==> config.mk <==
export PLATFORM = sky130hd
export DESIGN_NAME = dom_gf4_share_encoder_flat
export DESIGN_NICKNAME = d
export VERILOG_FILES = /design/src/rtl/dom_gf4_share_encoder_if.sv /design/src/rtl/dom_gf4_share_encoder.sv /design/src/flat_wrapper.sv
export SDC_FILE = /design/constraint.sdc
export NUM_CORES = 1
export LEC_CHECK = 0
export BUFFER_PORTS_ARGS = -buffer_cell sky130_fd_sc_hd__clkbuf_2
export CAP_MARGIN = 20
export CORE_ASPECT_RATIO = 1.5
export CORE_MARGIN = 1
export CORE_UTILIZATION = 55
export DETAILED_ROUTE_END_ITERATION = 10
export PLACE_DENSITY = 0.86
export SYNTH_ARGS = -nofsm -noshare
export SYNTH_HDL_FRONTEND = slang
export SYNTH_SLANG_ARGS = --single-unit
==> constraint.sdc <==
create_clock -name ClkxCI -period 3.3 [get_ports ClkxCI]
set_input_delay 0.33 -clock ClkxCI [delete_from_list [all_inputs] [get_ports ClkxCI]]
set_output_delay 0.33 -clock ClkxCI [all_outputs]
set_load 0.05 [all_outputs]
==> src/rtl/dom_gf4_share_encoder_if.sv <==
// dom_gf4_share_encoder_if: handshake and share buses of dom_gf4_share_encoder
//   master: producer/consumer side (SeedValidxSI, SeedxDI, InValidxSI, X1xDI..X4xDI, YxDI, OutReadyxSI)
//   slave : encoder side (InReadyxSO, OutValidxSO, _X1xDO.._X4xDO, _YxDO, _Z1xDO.._Z4xDO, _BxDO)
//   ErrxSO exists only when DOM_ENC_UNMASK_CHECK_EN is defined
interface dom_gf4_share_encoder_if #(
  parameter int SHARES = 2,
  parameter int FIRST_ORDER_OPTIMIZATION = 1
);
  localparam int BLIND_NRND = (FIRST_ORDER_OPTIMIZATION == 1 && SHARES == 2) ? 1 : SHARES;
  logic SeedValidxSI;
  logic [31:0] SeedxDI;
  logic InValidxSI;
  logic InReadyxSO;
  logic [1:0] X1xDI, X2xDI, X3xDI, X4xDI, YxDI;
  logic OutValidxSO;
  logic OutReadyxSI;
  logic [2*SHARES-1:0] _X1xDO, _X2xDO, _X3xDO, _X4xDO, _YxDO;
  logic [SHARES*(SHARES-1)-1:0] _Z1xDO, _Z2xDO, _Z3xDO, _Z4xDO;
  logic [2*BLIND_NRND-1:0] _BxDO;
`ifdef DOM_ENC_UNMASK_CHECK_EN
  logic ErrxSO;
`endif
  modport master (
    output SeedValidxSI, SeedxDI, InValidxSI, X1xDI, X2xDI, X3xDI, X4xDI, YxDI, OutReadyxSI,
    input InReadyxSO, OutValidxSO, _X1xDO, _X2xDO, _X3xDO, _X4xDO, _YxDO,
    input _Z1xDO, _Z2xDO, _Z3xDO, _Z4xDO, _BxDO
`ifdef DOM_ENC_UNMASK_CHECK_EN
    , input ErrxSO
`endif
  );
  modport slave (
    input SeedValidxSI, SeedxDI, InValidxSI, X1xDI, X2xDI, X3xDI, X4xDI, YxDI, OutReadyxSI,
    output InReadyxSO, OutValidxSO, _X1xDO, _X2xDO, _X3xDO, _X4xDO, _YxDO,
    output _Z1xDO, _Z2xDO, _Z3xDO, _Z4xDO, _BxDO
`ifdef DOM_ENC_UNMASK_CHECK_EN
    , output ErrxSO
`endif
  );
endinterface

==> src/rtl/dom_gf4_share_encoder.sv <==
// dom_gf4_share_encoder: splits GF(2^2) X1..X4/Y operands into Boolean shares and adds fresh Z/B randomness
//   ClkxCI, RstxRI (sync, active-high); bus (slave modport of dom_gf4_share_encoder_if)
//   optional macro DOM_ENC_UNMASK_CHECK_EN adds sticky recombination-error flag bus.ErrxSO
module dom_gf4_share_encoder #(
  parameter int SHARES = 2,
  parameter int FIRST_ORDER_OPTIMIZATION = 1,
  parameter int WARMUP = 64,
  parameter logic [31:0] SEED_DEFAULT = 32'hACE1_2468
) (
  input logic ClkxCI,
  input logic RstxRI,
  dom_gf4_share_encoder_if.slave bus
);
  localparam int BN = (FIRST_ORDER_OPTIMIZATION == 1 && SHARES == 2) ? 1 : SHARES;
  localparam int M = 2*(SHARES-1);
  localparam int W = 2*SHARES;
  localparam int ZW = SHARES*(SHARES-1);
  localparam int NR = 5*M + 4*ZW + 2*BN;
  localparam int CW = WARMUP > 0 ? $clog2(WARMUP+1) : 1;
  localparam logic [CW-1:0] LAST = CW'(WARMUP > 0 ? WARMUP-1 : 0);
  typedef enum logic {WARM, RUN} state_t;
  state_t state;
  logic [CW-1:0] cnt;
  logic [31:0] prng, prng_adv;
  logic [NR-1:0] rnd;
  logic in_ready, accept, out_valid;
  logic [4:0][1:0] plain;
  logic [4:0][W-1:0] share_d, share_q;
  logic [3:0][ZW-1:0] z_q;
  logic [2*BN-1:0] b_q;
  function automatic logic [W-1:0] share(input logic [1:0] v, input logic [M-1:0] r);
    logic [W-1:0] s;
    logic [1:0] acc;
    s = '0;
    acc = v;
    for (int m = 0; m < SHARES-1; m++) begin
      s[2*m +: 2] = r[2*m +: 2];
      acc = acc ^ r[2*m +: 2];
    end
    s[W-2 +: 2] = acc;
    return s;
  endfunction
  assign plain = {bus.YxDI, bus.X4xDI, bus.X3xDI, bus.X2xDI, bus.X1xDI};
  assign in_ready = state == RUN && !bus.SeedValidxSI && (!out_valid || bus.OutReadyxSI);
  assign accept = bus.InValidxSI && in_ready;
  // NR Galois steps per advance; rnd[k] is the k-th output bit
  always_comb begin
    prng_adv = prng;
    rnd = '0;
    share_d = '0;
    for (int k = 0; k < NR; k++) begin
      rnd[k] = prng_adv[0];
      prng_adv = prng_adv[0] ? (prng_adv >> 1) ^ 32'h8020_0003 : prng_adv >> 1;
    end
    for (int i = 0; i < 5; i++) share_d[i] = share(plain[i], rnd[i*M +: M]);
  end
  always_ff @(posedge ClkxCI) begin
    if (RstxRI) begin
      prng <= SEED_DEFAULT;
      state <= WARM;
      cnt <= '0;
      out_valid <= 1'b0;
      share_q <= '0;
      z_q <= '0;
      b_q <= '0;
    end else if (bus.SeedValidxSI) begin
      prng <= bus.SeedxDI == '0 ? 32'h1 : bus.SeedxDI;
      state <= WARM;
      cnt <= '0;
      out_valid <= 1'b0;
    end else begin
      if (state == WARM) begin
        prng <= prng_adv;
        cnt <= cnt + CW'(1);
        state <= cnt == LAST ? RUN : WARM;
      end else if (accept) prng <= prng_adv;
      if (accept) begin
        share_q <= share_d;
        z_q <= rnd[5*M +: 4*ZW];
        b_q <= rnd[5*M+4*ZW +: 2*BN];
        out_valid <= 1'b1;
      end else if (bus.OutReadyxSI) out_valid <= 1'b0;
    end
  end
  assign bus.InReadyxSO = in_ready;
  assign bus.OutValidxSO = out_valid;
  assign bus._X1xDO = share_q[0];
  assign bus._X2xDO = share_q[1];
  assign bus._X3xDO = share_q[2];
  assign bus._X4xDO = share_q[3];
  assign bus._YxDO = share_q[4];
  assign bus._Z1xDO = z_q[0];
  assign bus._Z2xDO = z_q[1];
  assign bus._Z3xDO = z_q[2];
  assign bus._Z4xDO = z_q[3];
  assign bus._BxDO = b_q;
`ifdef DOM_ENC_UNMASK_CHECK_EN
  logic [4:0][1:0] plain_q;
  logic err, bad;
  function automatic logic [1:0] fold(input logic [W-1:0] s);
    logic [1:0] r;
    r = '0;
    for (int k = 0; k < SHARES; k++) r = r ^ s[2*k +: 2];
    return r;
  endfunction
  always_comb begin
    bad = 1'b0;
    for (int i = 0; i < 5; i++) bad = bad | (fold(share_q[i]) != plain_q[i]);
  end
  always_ff @(posedge ClkxCI) begin
    if (RstxRI) begin
      plain_q <= '0;
      err <= 1'b0;
    end else begin
      if (accept) plain_q <= plain;
      if (out_valid && bad) err <= 1'b1;
    end
  end
  assign bus.ErrxSO = err;
`endif
endmodule

==> src/flat_wrapper.sv <==
// flat-port wrapper written by rule: the top's interface ports become plain ports
module dom_gf4_share_encoder_flat 
#(
  parameter int SHARES = 2,
  parameter int FIRST_ORDER_OPTIMIZATION = 1,
  parameter int WARMUP = 64,
  parameter logic [31:0] SEED_DEFAULT = 32'hACE1_2468
)
  (ClkxCI, RstxRI, bus_SeedValidxSI, bus_SeedxDI, bus_InValidxSI, bus_X1xDI, bus_X2xDI, bus_X3xDI, bus_X4xDI, bus_YxDI, bus_OutReadyxSI, bus_InReadyxSO, bus_OutValidxSO, bus__X1xDO, bus__X2xDO, bus__X3xDO, bus__X4xDO, bus__YxDO, bus__Z1xDO, bus__Z2xDO, bus__Z3xDO, bus__Z4xDO, bus__BxDO);
  dom_gf4_share_encoder_if #(.SHARES(SHARES), .FIRST_ORDER_OPTIMIZATION(FIRST_ORDER_OPTIMIZATION)) bus_i ();
  input logic ClkxCI;
  input logic RstxRI;
  input wire logic [$bits(bus_i.SeedValidxSI)-1:0] bus_SeedValidxSI;
  input wire logic [$bits(bus_i.SeedxDI)-1:0] bus_SeedxDI;
  input wire logic [$bits(bus_i.InValidxSI)-1:0] bus_InValidxSI;
  input wire logic [$bits(bus_i.X1xDI)-1:0] bus_X1xDI;
  input wire logic [$bits(bus_i.X2xDI)-1:0] bus_X2xDI;
  input wire logic [$bits(bus_i.X3xDI)-1:0] bus_X3xDI;
  input wire logic [$bits(bus_i.X4xDI)-1:0] bus_X4xDI;
  input wire logic [$bits(bus_i.YxDI)-1:0] bus_YxDI;
  input wire logic [$bits(bus_i.OutReadyxSI)-1:0] bus_OutReadyxSI;
  output wire logic [$bits(bus_i.InReadyxSO)-1:0] bus_InReadyxSO;
  output wire logic [$bits(bus_i.OutValidxSO)-1:0] bus_OutValidxSO;
  output wire logic [$bits(bus_i._X1xDO)-1:0] bus__X1xDO;
  output wire logic [$bits(bus_i._X2xDO)-1:0] bus__X2xDO;
  output wire logic [$bits(bus_i._X3xDO)-1:0] bus__X3xDO;
  output wire logic [$bits(bus_i._X4xDO)-1:0] bus__X4xDO;
  output wire logic [$bits(bus_i._YxDO)-1:0] bus__YxDO;
  output wire logic [$bits(bus_i._Z1xDO)-1:0] bus__Z1xDO;
  output wire logic [$bits(bus_i._Z2xDO)-1:0] bus__Z2xDO;
  output wire logic [$bits(bus_i._Z3xDO)-1:0] bus__Z3xDO;
  output wire logic [$bits(bus_i._Z4xDO)-1:0] bus__Z4xDO;
  output wire logic [$bits(bus_i._BxDO)-1:0] bus__BxDO;
  assign bus_i.SeedValidxSI = bus_SeedValidxSI;
  assign bus_i.SeedxDI = bus_SeedxDI;
  assign bus_i.InValidxSI = bus_InValidxSI;
  assign bus_i.X1xDI = bus_X1xDI;
  assign bus_i.X2xDI = bus_X2xDI;
  assign bus_i.X3xDI = bus_X3xDI;
  assign bus_i.X4xDI = bus_X4xDI;
  assign bus_i.YxDI = bus_YxDI;
  assign bus_i.OutReadyxSI = bus_OutReadyxSI;
  assign bus_InReadyxSO = bus_i.InReadyxSO;
  assign bus_OutValidxSO = bus_i.OutValidxSO;
  assign bus__X1xDO = bus_i._X1xDO;
  assign bus__X2xDO = bus_i._X2xDO;
  assign bus__X3xDO = bus_i._X3xDO;
  assign bus__X4xDO = bus_i._X4xDO;
  assign bus__YxDO = bus_i._YxDO;
  assign bus__Z1xDO = bus_i._Z1xDO;
  assign bus__Z2xDO = bus_i._Z2xDO;
  assign bus__Z3xDO = bus_i._Z3xDO;
  assign bus__Z4xDO = bus_i._Z4xDO;
  assign bus__BxDO = bus_i._BxDO;
  dom_gf4_share_encoder #(.SHARES(SHARES), .FIRST_ORDER_OPTIMIZATION(FIRST_ORDER_OPTIMIZATION), .WARMUP(WARMUP), .SEED_DEFAULT(SEED_DEFAULT)) u_core (.ClkxCI(ClkxCI), .RstxRI(RstxRI), .bus(bus_i));
endmodule
==> out/metrics.csv <==
stage,metric,value,unit
layout,num_antenna_cells,0,
placed_design,port_buffers,78,
die,die_h,104,microns
route,vias_per_cell,5.78,
die,core_area,6580,sq um
route,post_drt_wl_per_cell,16.9,microns
die,dieWidth,69.7,microns
critical_path,cp_top_family,XOR/XNOR gates,
synthesis,synthDistinctLibCells,45,
critical_path,path_cells,xnor3_2 > xnor2_4 > xnor3_2 > xnor3_2 > xor2_1 > o21ai_1 > o31a_1,
synthesis,async_flop_share,0,%
synthesis,synth_top_area_share,37.6,%
sta,skew,9.71,ps
route,num_vias,3388,
clocking,cts_buffers,9,
grt,overflow,0,
route,first_pass_iters,5,
clocking,htree_levels,3,
route,ant_nets,0,
sta,hold_viol_final,0,
critical_path,critPathSlowestCell,xnor3_2,
sta,slew_viol_final,0,
clocking,cts_resized,0,
synthesis,synth_top_area_cell,dfxtp_1,
critical_path,crit_path_end_kind,flip-flop,
synthesis,synth_xor_area_share,22.4,%
placed_design,gp_congestion,0.899,
clocking,cts_tree,yes,
layout,final_cells,586,
critical_path,crit_type,reg -> reg,
clocking,cts_hold_buf,0,
synthesis,yosys-top-cells-count,"nor2_1, dfxtp_1, xnor2_1, a21oi_1, xor2_1",
synthesis,synth_simple_gate_area_share,18.4,%
placed_design,dp_hpwl,7120,microns
synthesis,syn_area,3780,sq um
synthesis,yosys-mux-area-fraction,1.32,%
synthesis,synth.most_common_cell,nor2_1,
route,drt-initial-drc-count,360,
sta,worstMarginPinSlew,902,ps
route,routed_wl,9880,microns
synthesis,synth_fp_nets,485,
route,drc,0,
critical_path,cp_slowest_stage_delay,560,ps
job,cap_viol_max_count,0,
placed_design,place_inst,570,
synthesis,synth_compound_area_share,16.9,%
sta,slew_headroom,39.7,%
outcome,status,finished clean,
hold_path,hold_class,in -> reg,
synthesis,synthAdderAreaFrac,0.331,%
die,row_count,36,
critical_path,required,3610,ps
sta,fin_crit_sh,88.2,%
critical_path,cp.arrival,3220,ps
synthesis,synthTopCellsByArea,"dfxtp_1, xnor2_1, nor2_1, xor2_1, a211oi_1",
critical_path,path_common_cell,xnor3_2,
sta,rsz0062_at_grt,false,
clocking,clock_path_buffers,2,
critical_path,start_kind,flip-flop,
synthesis,synth_top_family_by_area,XOR/XNOR gates,
layout,syn_to_final_growth,16.8,%
synthesis,syn_inst,437,
die,start_util,57.5,%
layout,nets,553,
sta,fin_setup_tns,0,ps
sta,max_freq,344,MHz
critical_path,worst-path-buf-inv,0,
grt,grt_usage,28.2,%
clocking,insertion_delay,360,ps
critical_path,cp_max_fo,10,
sta,fin_crit,2910,ps
clocking,root_buffer,clkbuf_8,
synthesis,ys_seq_elements,71,
clocking,clk_transition_reported_paths,80,ps
layout,drive_gt1_share,22.7,%
grt,grt_pass1_wl,15700,microns
die,io_pins,79,
synthesis,synth_edf_count,0,
grt,grt_pass1_vias,3193,
synthesis,ys_warn_count,0,
clocking,cts.sink_count,71,
sta,setup_viol,0,
synthesis,synth_ff_type,dfxtp_1,
grt,grt_start_max_net_pins,50,
synthesis,seq_area_frac_synth,37.6,%
synthesis,syn_area_per_cell,8.66,sq um
clocking,postCtsSetupBuffers,0,
die,die-area,7220,sq um
grt,antenna_found_initial,0,
[flip-flops by register name, indices dropped and copies added (netlist names), 4 cells and up]
register,flops
u_core.bus._X1xDO,4
u_core.bus._YxDO,4
u_core.cnt,7
u_core.bus._X2xDO,4
u_core.prng,32
u_core.bus._X4xDO,4
u_core.bus._X3xDO,4
[path summary, 6_finish.rpt]
path	startpoint	endpoint	slack (ps)	cells after the start
worst min-delay path	bus_X3xDI[0]	u_core.bus._X3xDO[2]	260	4
worst max register to register	u_core.prng[2]	u_core.prng[21]	390	7
worst max-delay path	u_core.prng[2]	u_core.prng[21]	390	7
worst min register to register	u_core.bus._X3xDO[2]	u_core.bus._X3xDO[2]	460	2
[placed cells by master (no fill, tap or decap), drive strengths merged, types with 12 or more instances in the layout]
master and instances:
a211oi 24, a21oi 29, clkbuf 87, dfxtp 71
nand2 24, nor2 78, nor3 12, o21ai 20
xnor2 44, xor2 25
[per-stage QoR]
stage / hold WS [ps] / setup slack, ps / utilization, % / instance area, sq um
after floorplan: 460 / 616 / - / 3780
after global placement: 440 / 489 / 64.2 / 4220
after detailed placement: 450 / 442 / 64.2 / 4220
after CTS: 262 / 397 / 67.2 / 4420
after global routing: 250 / 284 / 67.2 / 4420
final: 262 / 389 / 67.2 / 4420
[cell type report]
type | instances | area (sq um)
Tap cell | 76 | 95.1
Sequential cell | 71 | 1420
Clock buffer | 9 | 124
Fill cell | 539 | 2160
Inverter | 1 | 3.75
Clock inverter | 7 | 72.6
Multi-Input combinational cell | 336 | 2250
Timing Repair Buffer | 86 | 450
[per-layer routing]
metal | vias to the layer above | wire length, microns | GRT usage [%]
met2 | 138 | 5020 | 48.2
met3 | 33 | 571 | 7.20
met4 | 0 | 546 | 15.0
met5 | - | 0 | 0
met1 | 1570 | 3740 | 31.8
li1 | 1647 | - | -
[worst register-to-register path, cell delays in order, from the launching register on]
cell and delay, ps:
dfxtp_1 390, xnor3_2 550, xnor2_4 420, xnor3_2 560, xnor3_2 470, xor2_1 180
o21ai_1 150, o31a_1 140
[cells by family (layout without fill, tap and decap cells)]
| kind of cell | Yosys count | count (layout) |
|---|---|---|
| multiplexers | 5 | 5 |
| AO/OA/AOI/OAI | 99 | 99 |
| flip-flops | 71 | 71 |
| AND/OR/NAND/NOR | 154 | 154 |
| XOR/XNOR | 77 | 77 |
| buffers and inverters | 30 | 103 |
| adder cells (fa/ha/maj) | 1 | 1 |
Power is not shown: default switching activity piles up to over one toggle a cycle in this logic, so the estimate is an artifact.
